$ cat src/rtl/bus_fabric_if.sv
// Memory bus bundle between the picorv32 native port and the fabric's slave ports.
// The fabric uses the slave modport; the CPU/peripheral side uses master.
interface bus_fabric_if #(
  parameter int N_SLAVES = 4
);
  logic                    m_valid;
  logic [31:0]             m_addr;
  logic [31:0]             m_wdata;
  logic [3:0]              m_wstrb;
  logic [31:0]             m_rdata;
  logic                    m_ready;
  logic [N_SLAVES-1:0]     s_sel;
  logic [31:0]             s_addr;
  logic [31:0]             s_wdata;
  logic [3:0]              s_wstrb;
  logic [N_SLAVES*32-1:0]  s_rdata;
  logic [N_SLAVES-1:0]     s_ready;

  modport master (
    output m_valid, m_addr, m_wdata, m_wstrb, s_rdata, s_ready,
    input  m_rdata, m_ready, s_sel, s_addr, s_wdata, s_wstrb
  );

  modport slave (
    input  m_valid, m_addr, m_wdata, m_wstrb, s_rdata, s_ready,
    output m_rdata, m_ready, s_sel, s_addr, s_wdata, s_wstrb
  );
endinterface

$ cat src/rtl/bus_fabric.sv
// Registered address-decode interconnect with per-transaction timeout and bus-error reporting.
// Optional error interrupt (err_irq / err_irq_clr) enabled by defining BUS_FABRIC_ERR_IRQ_EN.
module bus_fabric #(
  parameter int                     N_SLAVES   = 4,
  parameter logic [N_SLAVES*32-1:0] SLAVE_BASE = {32'h8000_2000, 32'h8000_0008, 32'h8000_0000, 32'h0000_0000},
  parameter logic [N_SLAVES*32-1:0] SLAVE_MASK = {32'hFFFF_F800, 32'hFFFF_FFF8, 32'hFFFF_FFFC, 32'hFFFF_C000},
  parameter int                     TIMEOUT    = 255,
  parameter logic [31:0]            ERR_RDATA  = 32'hDEAD_BEEF
) (
  input  logic         clk,
  input  logic         reset,
  bus_fabric_if.slave  bus,
  output logic         bus_err,
  output logic [31:0]  err_addr,
  output logic [7:0]   err_count
`ifdef BUS_FABRIC_ERR_IRQ_EN
  ,
  output logic         err_irq,
  input  logic         err_irq_clr
`endif
);

  localparam int CW = $clog2(TIMEOUT + 1);
  localparam logic [CW-1:0] CNT_LAST = CW'(TIMEOUT - 1);

  typedef enum logic [1:0] {
    ST_IDLE   = 2'd0,
    ST_ACTIVE = 2'd1,
    ST_RESP   = 2'd2
  } state_e;

  state_e               state_r, state_nxt_s;
  logic [N_SLAVES-1:0]  match_s, dec_sel_s, sel_nxt_s, s_sel_r;
  logic                 hit_s, ready_s, timeout_s, latch_s, resp_err_s, m_ready_nxt_s;
  logic [31:0]          rdata_sel_s, rdata_nxt_s, err_src_s;
  logic [CW-1:0]        cnt_r, cnt_nxt_s;
  logic [31:0]          m_rdata_r, s_addr_r, s_wdata_r, err_addr_r;
  logic [3:0]           s_wstrb_r;
  logic                 m_ready_r, bus_err_r;
  logic [7:0]           err_count_r, err_count_nxt_s;
`ifdef BUS_FABRIC_ERR_IRQ_EN
  logic                 err_irq_r, err_irq_nxt_s;
`endif

  // Address decode; x & -x isolates the lowest matching slot.
  always_comb begin
    match_s = '0;
    for (int i = 0; i < N_SLAVES; i++) begin
      match_s[i] = ((bus.m_addr & SLAVE_MASK[i*32 +: 32]) == SLAVE_BASE[i*32 +: 32]);
    end
    dec_sel_s = match_s & (~match_s + N_SLAVES'(1));
    hit_s     = |match_s;
  end

  // Selected-slave response; ready on unselected slots is masked off.
  always_comb begin
    rdata_sel_s = 32'd0;
    for (int i = 0; i < N_SLAVES; i++) begin
      rdata_sel_s = rdata_sel_s | (bus.s_rdata[i*32 +: 32] & {32{s_sel_r[i]}});
    end
    ready_s   = |(bus.s_ready & s_sel_r);
    timeout_s = (cnt_r == CNT_LAST);
  end

  // FSM state register.
  always_ff @(posedge clk) begin
    if (reset) begin
      state_r <= ST_IDLE;
    end else begin
      state_r <= state_nxt_s;
    end
  end

  // FSM next-state logic.
  always_comb begin
    state_nxt_s = ST_IDLE;
    case (state_r)
      ST_IDLE: begin
        if (bus.m_valid) begin
          state_nxt_s = hit_s ? ST_ACTIVE : ST_RESP;
        end else begin
          state_nxt_s = ST_IDLE;
        end
      end
      ST_ACTIVE: begin
        if (ready_s || timeout_s) begin
          state_nxt_s = ST_RESP;
        end else begin
          state_nxt_s = ST_ACTIVE;
        end
      end
      ST_RESP: state_nxt_s = ST_IDLE;
      default: state_nxt_s = ST_IDLE;
    endcase
  end

  // FSM outputs: next values of the registered bus outputs. Ready wins over timeout.
  always_comb begin
    sel_nxt_s     = '0;
    m_ready_nxt_s = 1'b0;
    resp_err_s    = 1'b0;
    rdata_nxt_s   = m_rdata_r;
    cnt_nxt_s     = '0;
    latch_s       = 1'b0;
    case (state_r)
      ST_IDLE: begin
        latch_s = bus.m_valid;
        if (bus.m_valid && hit_s) begin
          sel_nxt_s = dec_sel_s;
        end else if (bus.m_valid) begin
          m_ready_nxt_s = 1'b1;
          resp_err_s    = 1'b1;
          rdata_nxt_s   = ERR_RDATA;
        end else begin
          sel_nxt_s = '0;
        end
      end
      ST_ACTIVE: begin
        if (ready_s) begin
          m_ready_nxt_s = 1'b1;
          rdata_nxt_s   = rdata_sel_s;
        end else if (timeout_s) begin
          m_ready_nxt_s = 1'b1;
          resp_err_s    = 1'b1;
          rdata_nxt_s   = ERR_RDATA;
        end else begin
          sel_nxt_s = s_sel_r;
          cnt_nxt_s = cnt_r + CW'(1);
        end
      end
      ST_RESP: sel_nxt_s = '0;
      default: sel_nxt_s = '0;
    endcase
  end

  // Error bookkeeping; in IDLE the failing address is the one being latched now.
  always_comb begin
    err_src_s       = (state_r == ST_IDLE) ? bus.m_addr : s_addr_r;
    err_count_nxt_s = err_count_r;
    if (resp_err_s) begin
      err_count_nxt_s = (err_count_r == 8'hFF) ? 8'hFF : err_count_r + 8'd1;
`ifdef BUS_FABRIC_ERR_IRQ_EN
    end else if (err_irq_clr) begin
      err_count_nxt_s = 8'd0;
`endif
    end else begin
      err_count_nxt_s = err_count_r;
    end
`ifdef BUS_FABRIC_ERR_IRQ_EN
    if (resp_err_s) begin
      err_irq_nxt_s = 1'b1;
    end else if (err_irq_clr) begin
      err_irq_nxt_s = 1'b0;
    end else begin
      err_irq_nxt_s = err_irq_r;
    end
`endif
  end

  // Datapath and output registers.
  always_ff @(posedge clk) begin
    if (reset) begin
      s_sel_r     <= '0;
      m_ready_r   <= 1'b0;
      bus_err_r   <= 1'b0;
      m_rdata_r   <= 32'd0;
      s_addr_r    <= 32'd0;
      s_wdata_r   <= 32'd0;
      s_wstrb_r   <= 4'd0;
      err_addr_r  <= 32'd0;
      err_count_r <= 8'd0;
      cnt_r       <= '0;
`ifdef BUS_FABRIC_ERR_IRQ_EN
      err_irq_r   <= 1'b0;
`endif
    end else begin
      s_sel_r     <= sel_nxt_s;
      m_ready_r   <= m_ready_nxt_s;
      bus_err_r   <= resp_err_s;
      m_rdata_r   <= rdata_nxt_s;
      cnt_r       <= cnt_nxt_s;
      err_count_r <= err_count_nxt_s;
      if (latch_s) begin
        s_addr_r  <= bus.m_addr;
        s_wdata_r <= bus.m_wdata;
        s_wstrb_r <= bus.m_wstrb;
      end
      if (resp_err_s) begin
        err_addr_r <= err_src_s;
      end
`ifdef BUS_FABRIC_ERR_IRQ_EN
      err_irq_r   <= err_irq_nxt_s;
`endif
    end
  end

  assign bus.s_sel   = s_sel_r;
  assign bus.m_ready = m_ready_r;
  assign bus.m_rdata = m_rdata_r;
  assign bus.s_addr  = s_addr_r;
  assign bus.s_wdata = s_wdata_r;
  assign bus.s_wstrb = s_wstrb_r;
  assign bus_err     = bus_err_r;
  assign err_addr    = err_addr_r;
  assign err_count   = err_count_r;
`ifdef BUS_FABRIC_ERR_IRQ_EN
  assign err_irq     = err_irq_r;
`endif

endmodule

$ cat src/flat_wrapper.sv
// flat-port wrapper written by rule: the top's interface ports become plain ports
module bus_fabric_flat 
#(
  parameter int                     N_SLAVES   = 4,
  parameter logic [N_SLAVES*32-1:0] SLAVE_BASE = {32'h8000_2000, 32'h8000_0008, 32'h8000_0000, 32'h0000_0000},
  parameter logic [N_SLAVES*32-1:0] SLAVE_MASK = {32'hFFFF_F800, 32'hFFFF_FFF8, 32'hFFFF_FFFC, 32'hFFFF_C000},
  parameter int                     TIMEOUT    = 255,
  parameter logic [31:0]            ERR_RDATA  = 32'hDEAD_BEEF
)
  (clk, reset, bus_err, err_addr, err_count, bus_m_valid, bus_m_addr, bus_m_wdata, bus_m_wstrb, bus_s_rdata, bus_s_ready, bus_m_rdata, bus_m_ready, bus_s_sel, bus_s_addr, bus_s_wdata, bus_s_wstrb);
  bus_fabric_if #(.N_SLAVES(N_SLAVES)) bus_i ();
  input  logic clk;
  input  logic reset;
  output logic bus_err;
  output logic [31:0] err_addr;
  output logic [7:0] err_count;
  input wire logic [$bits(bus_i.m_valid)-1:0] bus_m_valid;
  input wire logic [$bits(bus_i.m_addr)-1:0] bus_m_addr;
  input wire logic [$bits(bus_i.m_wdata)-1:0] bus_m_wdata;
  input wire logic [$bits(bus_i.m_wstrb)-1:0] bus_m_wstrb;
  input wire logic [$bits(bus_i.s_rdata)-1:0] bus_s_rdata;
  input wire logic [$bits(bus_i.s_ready)-1:0] bus_s_ready;
  output wire logic [$bits(bus_i.m_rdata)-1:0] bus_m_rdata;
  output wire logic [$bits(bus_i.m_ready)-1:0] bus_m_ready;
  output wire logic [$bits(bus_i.s_sel)-1:0] bus_s_sel;
  output wire logic [$bits(bus_i.s_addr)-1:0] bus_s_addr;
  output wire logic [$bits(bus_i.s_wdata)-1:0] bus_s_wdata;
  output wire logic [$bits(bus_i.s_wstrb)-1:0] bus_s_wstrb;
  assign bus_i.m_valid = bus_m_valid;
  assign bus_i.m_addr = bus_m_addr;
  assign bus_i.m_wdata = bus_m_wdata;
  assign bus_i.m_wstrb = bus_m_wstrb;
  assign bus_i.s_rdata = bus_s_rdata;
  assign bus_i.s_ready = bus_s_ready;
  assign bus_m_rdata = bus_i.m_rdata;
  assign bus_m_ready = bus_i.m_ready;
  assign bus_s_sel = bus_i.s_sel;
  assign bus_s_addr = bus_i.s_addr;
  assign bus_s_wdata = bus_i.s_wdata;
  assign bus_s_wstrb = bus_i.s_wstrb;
  bus_fabric #(.N_SLAVES(N_SLAVES), .SLAVE_BASE(SLAVE_BASE), .SLAVE_MASK(SLAVE_MASK), .TIMEOUT(TIMEOUT), .ERR_RDATA(ERR_RDATA)) u_core (.clk(clk), .reset(reset), .bus(bus_i), .bus_err(bus_err), .err_addr(err_addr), .err_count(err_count));
endmodule
$ cat config.mk
export PLATFORM = sky130hd
export DESIGN_NAME = bus_fabric_flat
export DESIGN_NICKNAME = d
export VERILOG_FILES = /design/src/rtl/bus_fabric_if.sv /design/src/rtl/bus_fabric.sv /design/src/flat_wrapper.sv
export SDC_FILE = /design/constraint.sdc
export NUM_CORES = 1
export LEC_CHECK = 0
export BUFFER_PORTS_ARGS = -buffer_cell sky130_fd_sc_hd__buf_2
export CORE_AREA = 10 10 161 163
export CTS_CLUSTER_SIZE = 40
export DETAILED_ROUTE_END_ITERATION = 10
export DIE_AREA = 0 0 171 173
export GPL_ROUTABILITY_DRIVEN = 1
export SETUP_SLACK_MARGIN = 0.2
export SKIP_LAST_GASP = 1
export SYNTH_ARGS = -nofsm -noshare
export SYNTH_HDL_FRONTEND = slang
export SYNTH_SLANG_ARGS = --single-unit
$ cat constraint.sdc
create_clock -name clk -period 3.7 [get_ports clk]
set_input_delay 0.185 -clock clk [delete_from_list [all_inputs] [get_ports clk]]
set_output_delay 0.185 -clock clk [all_outputs]
set_load 0.02 [all_outputs]
==> metrics <==
most frequent cells in the layout=347 x buf_2, 155 x dfxtp_1, 150 x nand2_1; fill count=2,271; PortBufs=348; initial antenna violation count=4; count of cell types in the netlist=46; total power per unit cell area=449 nW/um^2; Initial Util=29.9%; CP max stage delay=720 ps; Mapped Nets=985; final net count=1,323; setup bufs post-CTS=0; vias in the first global route=7,364; DP Wirelength=21,300 um; CTS tree=done; H-tree Lvls=4; row cnt=55; Switching Fraction=29.2%; CP cell instances=dlygate4sd3_1, buf_2, nor4_1, nand4_1, a221o_2, and4_4, a311oi_1; clk root buf=clkbuf_16; Placed Instances=1,350; area of the multi-input gates=3330 um^2; DIE AREA=29,600 um^2; min Tclk post-route=2660 ps; EDFF count, synth=0; Seq pwr share=42.5%; clock group share of total power=42.3%; DR pass1 iterations=7; Max-Cap Viols=0; skew final=18.4 ps; Clock Tree Buf Depth=2; post-synthesis sequential area ratio=46.3%; Adder-Cell Fraction of Synth Area=0.557%; Initial DRC Count=538; main area contributors after synthesis=dfxtp_1 46%, nand2_1 8.4%, a22oi_1 5.7%; Setup CP Type=in2reg; Top delay family on crit path=simple AND/OR/NAND/NOR gates; Critical Path Start Type=input pin; final WL=29,400 um; Syn Inst Count=779; largest family of logic cells by synthesized area=compound AO/OA/AOI/OAI gates; first-pass GRT wire length=43,800 um; Max FO, Critical Path=40; die height=173 um; switching power=1.26 mW; Final Slew Violations=0; worst vdd ir=0.273 mV; Synth Area per Inst=8.65 um^2; DR WL/cell=20.8 um; Area Growth Syn to Fin=42.8%; area share of the leading cell type in the synthesized netlist=46.3%; Worst Hold Class=in2reg; IO Pins=349; clk_lat worst skew=430 ps; CP Capture Type=flop; number of remaining DRC errors=0; routability cong.=0.840; worst path required time=4020 ps; Worst-path clk slew=70 ps; status=finished, final reports clean; crit path buf inv count=2; Leak=4.13 nW; FF+latch area=3120 um^2; compound-cell area share of the yosys netlist=28.5%; CP max stage cell=a221o_2; sum of negative setup slack=0 ps; antenna-violating nets left=0; DR vias=7,372; Die Wd=171 um; Mapped Area=6740 um^2; Non-Filler Instances=1,416; logic gate share of total power=15.2%; mux contribution to synthesized area=5.07%; share of layout cells above drive strength 1=35.8%; commonest non-fill, non-tap cell in the layout=buf_2; yosys warns=0; Post-Synth Simple-Gate Area=14.1%; asr flop ratio synth=0%; Worst Tran Pin Value=1040 ps; #FFs+latches synth=156; clk sinks=156; core area=22,600 um^2; Internal=3.06 mW; maximum clock frequency=376 MHz; Max transition margin=30.5%; vias per cell=5.21; RSZ-0062 raised after global routing=false; WP data arrival=2990 ps; largest net degree at the start of global routing=114; final worst path period share=72.0%; Overall Global Routing Usage=18.6%; Inserted Clock Buffers=17; Setup Viol. Count Final=0; XOR/XNOR share of the synthesized area=0.780%; final-report hold violation count=0; global route overflow=0; leading area contributor after synthesis=dfxtp_1; Top FF cell, synth=dfxtp_1
## synth_stat cells (4+ instances only)
library cell / instances
a22oi_1: 51
buf_2: 8
nand3_1: 9
a221oi_1: 8
mux2i_1: 33
inv_1: 6
o21a_1: 24
nand4_1: 4
dfxtp_1: 156
a21oi_1: 70
o32ai_1: 8
nand2_1: 150
and2_1: 4
nor2_1: 20
a22o_1: 10
nor4_1: 7
clkbuf_1: 65
a211oi_1: 34
and3_1: 8
a31oi_1: 58
## worst reg2reg max path, cell delays in order, from the launching register on
cell and delay, ps:
dfxtp_1 330, inv_1 60, ha_1 140, nand3_1 80, or2_2 330, o21ai_4 820
a41oi_1 270, a311oi_1 300
## logic make-up (layout without fill, tap and decap cells)
logic type / Yosys count / after routing
other: 0 / 1
muxes: 34 / 34
xor gates and xnor gates: 6 / 6
DFF: 156 / 156
and+or+nand+nor: 217 / 217
AOI/OAI and AO/OA: 282 / 282
adders and majority gates: 3 / 3
buffers and inverters: 81 / 432
## worst paths after layout
path                                            start                             endpoint  slack (ps)  cells past startpoint
hold reg to reg   u_core.bus.s_wdata[20]$_SDFFE_PP0P_  u_core.bus.s_wdata[20]$_SDFFE_PP0P_         450                      2
hold / removal                        bus_m_wdata[18]  u_core.bus.s_wdata[18]$_SDFFE_PP0P_          10                      3
setup / recovery                       bus_m_addr[29]     u_core.err_count[3]$_SDFFE_PP0P_        1040                      7
setup reg to reg           u_core.cnt_r[0]$_SDFF_PP0_     u_core.err_count[3]$_SDFFE_PP0P_        1270                      7
## cell type report
class                           instances  area share (%)
Antenna cell                            1          0.0260
Clock buffer                           18            4.46
Clock inverter                         14            1.85
Inverter                                6           0.234
Multi-Input combinational cell        542            34.6
Sequential cell                       156            32.5
Tap cell                              285            3.71
Timing Repair Buffer                  394            22.7
## metal layers
layer  part of all wire [%]  global-route usage [%]  vias to the layer above
li1                       -                       -                     3550
met1                     40                    21.3                     3465
met2                     48                    31.2                      326
met3                     11                    7.65                       25
met4                    1.3                    4.60                        6
met5                   0.12                       0                        -
## sequential cells by signal (all words and copies together) (netlist names)
| signal | flops |
|---|---|
| u_core.bus.m_rdata | 32 |
| u_core.bus.s_addr | 32 |
| u_core.bus.s_wdata | 32 |
| u_core.err_addr | 32 |
| u_core.cnt_r | 8 |
| u_core.err_count | 8 |
| u_core.bus.s_sel | 4 |
| u_core.bus.s_wstrb | 4 |
| u_core.state_r | 2 |
| u_core.bus.m_ready | 1 |
| u_core.bus_err | 1 |
## metrics by stage
| step | util, % | setup slack (ps) | power [mW] | hold WS [ps] | area (um^2) |
|---|---|---|---|---|---|
| floorplan | - | 1630 | 2.20 | 310 | 6740 |
| finish | 42.6 | 1040 | 4.32 | 10.7 | 9620 |
| CTS | 42.6 | 1010 | 4.37 | 0.377 | 9620 |
| detailed placement | 38.5 | 1050 | 2.51 | 431 | 8680 |
| global route | 42.6 | 953 | 4.50 | 7.95 | 9620 |
| global placement | 38.5 | 1090 | 2.50 | 424 | 8680 |
## power by group through the flow
stage	Sequential (mW)	Combinational [mW]	Clock, mW
finish	1.84	0.656	1.83
global route	1.85	0.715	1.94
CTS	1.84	0.662	1.87
detailed placement	1.87	0.634	0
global placement	1.87	0.629	0
floorplan	1.99	0.210	0
## repair_timing
action,in CTS,in global routing
gates resized for setup,0,0
hold buffers,33,0
setup endpoints to repair,0,0
endpoints found under the hold margin,33,0
No activity file was read; power rests on OpenSTA's default activity.
